==> src/rtl/contador_botoes_pkg.sv <==
// Shared types and constants for the push-button counter and its display path.
package contador_botoes_pkg;

    // Count value as seen by display_7seg.
    typedef logic [3:0] contagem_t;

    // Raw and debounced buttons are active-low.
    localparam logic BTN_PRESSIONADO = 1'b0;

    // Next value going up, wrapping from max back to zero.
    function automatic contagem_t proximo_contagem(input contagem_t atual, input contagem_t maximo);
        return (atual == maximo) ? '0 : contagem_t'(atual + 4'd1);
    endfunction

    // Next value going down, wrapping from zero back to max.
    function automatic contagem_t anterior_contagem(input contagem_t atual, input contagem_t maximo);
        return (atual == '0) ? maximo : contagem_t'(atual - 4'd1);
    endfunction

endpackage

==> src/rtl/contador_botoes_if.sv <==
// Button inputs and count outputs of the counter, grouped as one bundle.
interface contador_botoes_if;
    import contador_botoes_pkg::*;

    logic      btn_incrementa;
    logic      btn_decrementa;
    contagem_t contagem;
    logic      pulso_mudanca;

    // Board/bench side: drives the raw buttons, observes the count.
    modport master (
        output btn_incrementa,
        output btn_decrementa,
        input  contagem,
        input  pulso_mudanca
    );

    // Counter side.
    modport slave (
        input  btn_incrementa,
        input  btn_decrementa,
        output contagem,
        output pulso_mudanca
    );
endinterface

==> src/rtl/contador_botoes_debounce_botao.sv <==
// One button: 2-FF synchroniser, stable-level debounce, and press pulse.
module debounce_botao
    import contador_botoes_pkg::*;
#(
    parameter int DEBOUNCE_CYCLES = 250000
) (
    input  logic clk,
    input  logic rst_n,
    input  logic btn_bruto,
    output logic btn_estavel,
    output logic pulso_pressao
);

    localparam int              CNT_W   = (DEBOUNCE_CYCLES > 1) ? $clog2(DEBOUNCE_CYCLES) : 1;
    localparam logic [CNT_W-1:0] CNT_FIM = CNT_W'(DEBOUNCE_CYCLES - 1);

    logic             sync1_q, sync2_q;
    logic             estavel_q, estavel_d;
    logic [CNT_W-1:0] cnt_q, cnt_d;
    logic             pulso_q, pulso_d;

    // Debounce: count cycles of disagreement, accept the new level on the last one.
    always_comb begin
        // NOTE: every output gets a default first so no path leaves a latch behind.
        estavel_d = estavel_q;
        cnt_d     = '0;
        if (sync2_q != estavel_q) begin
            if (cnt_q == CNT_FIM) begin
                estavel_d = sync2_q;
            end else begin
                cnt_d = cnt_q + 1'b1;
            end
        end
        // Only the released -> pressed transition yields a step.
        pulso_d = (estavel_q != BTN_PRESSIONADO) && (estavel_d == BTN_PRESSIONADO);
    end

    // State registers; the synchroniser resets to "released" so nothing fires at boot.
    always_ff @(posedge clk or negedge rst_n) begin
        if (!rst_n) begin
            sync1_q   <= ~BTN_PRESSIONADO;
            sync2_q   <= ~BTN_PRESSIONADO;
            estavel_q <= ~BTN_PRESSIONADO;
            cnt_q     <= '0;
            pulso_q   <= 1'b0;
        end else begin
            // NOTE: non-blocking so the two synchroniser stages shift rather than collapse.
            sync1_q   <= btn_bruto;
            sync2_q   <= sync1_q;
            estavel_q <= estavel_d;
            cnt_q     <= cnt_d;
            pulso_q   <= pulso_d;
        end
    end

    assign btn_estavel   = estavel_q;
    assign pulso_pressao = pulso_q;

endmodule

==> src/rtl/contador_botoes.sv <==
// Debounced up/down wrap counter driving the 7-segment count input.
module contador_botoes
    import contador_botoes_pkg::*;
#(
    parameter int DEBOUNCE_CYCLES = 250000,
    parameter int MAX_COUNT       = 5
) (
    input  logic               clk,
    input  logic               rst_n,
    contador_botoes_if.slave   bus
);

    if (MAX_COUNT < 1 || MAX_COUNT > 15) begin : g_max_count_invalido
        $error("MAX_COUNT must lie in 1..15");
    end
    if (DEBOUNCE_CYCLES < 2) begin : g_debounce_invalido
        $error("DEBOUNCE_CYCLES must be at least 2");
    end

    localparam contagem_t MAXIMO = contagem_t'(MAX_COUNT);

    logic      pressao_inc, pressao_dec;
    logic      estavel_inc_unused, estavel_dec_unused;
    contagem_t contagem_q, contagem_d;
    logic      pulso_q, pulso_d;

    debounce_botao #(.DEBOUNCE_CYCLES(DEBOUNCE_CYCLES)) u_deb_inc (
        .clk           (clk),
        .rst_n         (rst_n),
        .btn_bruto     (bus.btn_incrementa),
        .btn_estavel   (estavel_inc_unused),
        .pulso_pressao (pressao_inc)
    );

    debounce_botao #(.DEBOUNCE_CYCLES(DEBOUNCE_CYCLES)) u_deb_dec (
        .clk           (clk),
        .rst_n         (rst_n),
        .btn_bruto     (bus.btn_decrementa),
        .btn_estavel   (estavel_dec_unused),
        .pulso_pressao (pressao_dec)
    );

    // Step the count on a lone press pulse; simultaneous presses cancel out.
    always_comb begin
        contagem_d = contagem_q;
        pulso_d    = 1'b0;
        if (pressao_inc && !pressao_dec) begin
            contagem_d = proximo_contagem(contagem_q, MAXIMO);
            pulso_d    = 1'b1;
        end else if (pressao_dec && !pressao_inc) begin
            contagem_d = anterior_contagem(contagem_q, MAXIMO);
            pulso_d    = 1'b1;
        end
    end

    // Count and strobe registers, so the strobe aligns with the new value.
    always_ff @(posedge clk or negedge rst_n) begin
        if (!rst_n) begin
            contagem_q <= '0;
            pulso_q    <= 1'b0;
        end else begin
            contagem_q <= contagem_d;
            pulso_q    <= pulso_d;
        end
    end

    assign bus.contagem      = contagem_q;
    assign bus.pulso_mudanca = pulso_q;

endmodule

==> src/flat_wrapper.sv <==
// flat-port wrapper written by rule: the top's interface ports become plain ports
module contador_botoes_flat import contador_botoes_pkg::*;
#(
    parameter int DEBOUNCE_CYCLES = 250000,
    parameter int MAX_COUNT       = 5
)
  (clk, rst_n, bus_btn_incrementa, bus_btn_decrementa, bus_contagem, bus_pulso_mudanca);
  contador_botoes_if bus_i ();
  input  logic clk;
  input  logic rst_n;
  input wire logic [$bits(bus_i.btn_incrementa)-1:0] bus_btn_incrementa;
  input wire logic [$bits(bus_i.btn_decrementa)-1:0] bus_btn_decrementa;
  output wire logic [$bits(bus_i.contagem)-1:0] bus_contagem;
  output wire logic [$bits(bus_i.pulso_mudanca)-1:0] bus_pulso_mudanca;
  assign bus_i.btn_incrementa = bus_btn_incrementa;
  assign bus_i.btn_decrementa = bus_btn_decrementa;
  assign bus_contagem = bus_i.contagem;
  assign bus_pulso_mudanca = bus_i.pulso_mudanca;
  contador_botoes #(.DEBOUNCE_CYCLES(DEBOUNCE_CYCLES), .MAX_COUNT(MAX_COUNT)) u_core (.clk(clk), .rst_n(rst_n), .bus(bus_i));
endmodule
==> config.mk <==
export PLATFORM = sky130hd
export DESIGN_NAME = contador_botoes_flat
export DESIGN_NICKNAME = d
export VERILOG_FILES = /design/src/rtl/contador_botoes_pkg.sv /design/src/rtl/contador_botoes_if.sv /design/src/rtl/contador_botoes_debounce_botao.sv /design/src/rtl/contador_botoes.sv /design/src/flat_wrapper.sv
export SDC_FILE = /design/constraint.sdc
export NUM_CORES = 1
export LEC_CHECK = 0
export CORE_MARGIN = 4
export CORE_UTILIZATION = 45
export DETAILED_ROUTE_END_ITERATION = 10
export GPL_TIMING_DRIVEN = 1
export PLACE_DENSITY_LB_ADDON = 0.2
export SKIP_CTS_REPAIR_TIMING = 1
export SYNTH_ARGS = -nofsm -noshare
export SYNTH_HDL_FRONTEND = slang
export SYNTH_SLANG_ARGS = --single-unit
==> constraint.sdc <==
create_clock -name clk -period 2 [get_ports clk]
set_clock_uncertainty 0.2 [all_clocks]
set_input_delay 0.4 -clock clk [delete_from_list [all_inputs] [get_ports clk]]
set_output_delay 0.4 -clock clk [all_outputs]
set_load 0.01 [all_outputs]
==> flow_summary_export.csv <==
group,metric,value,unit
clocking,clk_pin_slew,0.09,ns
power,p_comb_frac,0.041,
finish,final_util,0.546,
outcome,run_status,"finished clean",
floorplan,io_pins,9,
power,finalPower,1.79,mW
synthesis,netlist.area_leader.share,0.451,
placement,numPortBuffers,8,
sta,rsz0062_at_grt,"false",
drt,wirelength,4.27,mm
grt,first_global_vias,1606,
finish,synthToLayoutAreaGrowth,17.0,%
sta,fmax,513,MHz
sta,layout_min_cycle_time,1.95,ns
sta,finalWorstSetupSlack,0.0509,ns
drt,firstDrtPassIters,4,
drt,ant_nets,0,
synthesis,synth_cell_types,36,
power,p_per_area,642,nW/um^2
sta,maxSlewViolCount,0,
synthesis,ys_warn_count,0,
critical_path,critPathBufInv,1,
synthesis,synth.avg_cell_area,10.2,sq um
sta,hold_viol,0,
sta,finalCritPeriodShare,0.975,
critical_path,critical-path-top-delay-family,"buffers and inverters",
drt,wl_per_cell,13.0,microns
clocking,cts_buffers,5,
finish,fin_area,2790,sq um
grt,grtUsageTotal,0.148,
critical_path,start_kind,"flip-flop",
critical_path,crit_fanout,8,
critical_path,worstPathCellList,"clkdlybuf4s50_1",
grt,grt_overflow,0,
sta,setup_viol,0,
synthesis,netlist_instances,234,
power,p_clk_frac,0.389,
power,intPower,1.41,mW
clocking,cts_tree,"built",
floorplan,dieHeight,80.8,microns
critical_path,crit_slowest_cell,"clkdlybuf4s50_1",
critical_path,end_kind,"output port",
placement,place_ws,0.105,ns
synthesis,yosys-top-cells-area,"dfrtp_1 (45%), xnor2_1 (9.5%), dfstp_2 (6.6%), nor2_1 (6.3%), nor4_1 (3.7%)",
placement,placed_cell_area,2650,sq um
floorplan,die_width,80.8,microns
finish,final_cell_mix,"dfrtp_1 (43), nor2_1 (40), xnor2_1 (26)",
synthesis,seq_area_frac_synth,0.517,
drt,drc,0,
floorplan,floorplan.initialDensity,0.467,
placement,dp_hpwl,2.92,mm
power,p_switching,381,uW
drt,via_per_inst,5.19,
power,p_seq_frac,0.570,
synthesis,syn_nets,241,
grt,grt_max_degree,50,
drt,dr.first_iter.drc_count,114,
worst_hold_path,min_path_type,"flip-flop to flip-flop",
finish,layout-drive-gt1-share,0.139,
clocking,root_buffer,"clkbuf_8",
synthesis,syn_area,2380,sq um
clocking,numClockSinks,49,
floorplan,coreArea,5110,sq um
sta,maxSlewHeadroom,0.754,
floorplan,design.die.area,6530,sq um
sta,worst_pin_slew,0.365,ns
finish,final_common_cell,"dfrtp_1",
floorplan,rows,26,
critical_path,cpPeakStageDelay,0.58,ns
placement,gp_congestion,0.790,
job,cap_violations,0,
grt,grt_pass1_wl,7.55,mm
grt,antenna_found_initial,0,
clocking,htreeDepth,2,
synthesis,ys_ff_latch,49,
finish,num-nets-final,265,
power,p_sw_frac,0.213,
critical_path,cp_data_arrival_time,1.35,ns
critical_path,worst-setup-path-type,"flip-flop to output port",
clocking,clock_path_buffers,2,
finish,nFillCells,454,
power,power_leakage,1.15,nW
clocking,worstSkewPairLatency,0.30,ns
finish,diodes,0,
synthesis,yosys.area.top_type,"dfrtp_1",
drt,vias,1708,
sta,setup-tns-final,0,ns
critical_path,worstPathRequired,1.40,ns
power,irDropWorstVdd,0.000396,V
## synthesized netlist by cell type
cell,n
a211o_1,1
a21oi_1,4
a31oi_1,1
and3_1,2
and3b_1,2
and4_1,2
buf_1,1
buf_2,1
buf_4,1
clkbuf_1,3
dfrtp_1,43
dfstp_2,6
ha_1,3
inv_1,10
mux2_1,2
nand2_1,10
nand2b_1,2
nand3_1,15
nand4_1,9
nand4_2,1
nand4_4,1
nor2_1,40
nor2b_1,1
nor3_1,11
nor4_1,14
nor4b_1,2
o21ai_0,5
o21ba_1,1
o31ai_1,1
o31ai_4,1
o41ai_1,1
o41ai_4,1
or3_1,1
or4_1,1
xnor2_1,26
xor2_1,8
## registers in the layout, indices dropped and copies added (netlist names)
register                        flops
u_core.bus.pulso_mudanca            1
u_core.u_deb_inc.btn_estavel        1
u_core.u_deb_inc.sync2_q            1
u_core.u_deb_dec.cnt_q             18
u_core.u_deb_inc.cnt_q             18
u_core.u_deb_inc.pulso_pressao      1
u_core.u_deb_dec.pulso_pressao      1
u_core.u_deb_dec.sync2_q            1
u_core.bus.contagem                 4
u_core.u_deb_dec.btn_estavel        1
u_core.u_deb_dec.sync1_q            1
u_core.u_deb_inc.sync1_q            1
## final timing paths
check | to | cells after the start | slack, ns | start
max in group asynchronous | u_core.u_deb_inc.sync2_q$_DFF_PN1_ | 3 | 0.91 | rst_n
max | bus_contagem[1] | 1 | 0.05 | u_core.bus.contagem[1]$_DFFE_PN0P_
min | u_core.u_deb_dec.sync2_q$_DFF_PN1_ | 0 | 0.16 | u_core.u_deb_dec.sync1_q$_DFF_PN1_
max reg2reg | u_core.u_deb_dec.cnt_q[2]$_DFF_PN0_ | 6 | 0.12 | u_core.u_deb_dec.cnt_q[1]$_DFF_PN0_
min in group asynchronous | u_core.u_deb_dec.cnt_q[10]$_DFF_PN0_ | 3 | 0.40 | rst_n
min reg2reg | u_core.u_deb_dec.sync2_q$_DFF_PN1_ | 0 | 0.16 | u_core.u_deb_dec.sync1_q$_DFF_PN1_
## power groups by stage
| stage | combinational (mW) | sequential (mW) | clock [mW] |
|---|---|---|---|
| detailed placement | 0.0746 | 1.04 | 0 |
| global route | 0.0840 | 1.02 | 0.760 |
| floorplan | 0.0308 | 1.04 | 0 |
| CTS | 0.0749 | 1.02 | 0.718 |
| finish | 0.0735 | 1.02 | 0.697 |
| global placement | 0.0745 | 1.04 | 0 |
## per-layer routing
layer / vias up / GRT usage / share of wire
li1: 859 / - / -
met5: - / 0 / 0
met4: 0 / 0.0405 / 0.013
met2: 18 / 0.219 / 0.43
met3: 5 / 0.0377 / 0.031
met1: 826 / 0.215 / 0.52
## through the flow
step           hold slack (ns)  instances
3_3_place_gp             0.148        320
6_report                 0.159        329
5_1_grt                  0.167        329
2_1_floorplan          -0.0956        234
3_5_place_dp             0.149        320
4_1_cts                 -0.125        328
## logic make-up (layout without fill, tap and decap cells)
family,after synthesis,count (layout),synth area share
simple gates,114,114,0.249
flops,49,49,0.517
xor+xnor,34,34,0.125
compound gates,16,16,0.0567
buf+inv,16,41,0.0273
fa+ha+maj,3,3,0.0157
mux,2,2,0.00944
## final cells by class
type | count | area (sq um) | area share
inverter | 10 | 37.5 | 0.0135
clock buffer | 6 | 72.6 | 0.0260
sequential | 49 | 1230 | 0.442
tap | 70 | 87.6 | 0.0314
multi-input combinational | 169 | 1110 | 0.397
clock inverter | 2 | 35.0 | 0.0126
timing repair buffer | 23 | 215 | 0.0771
Power figures use the tool's default switching activity.
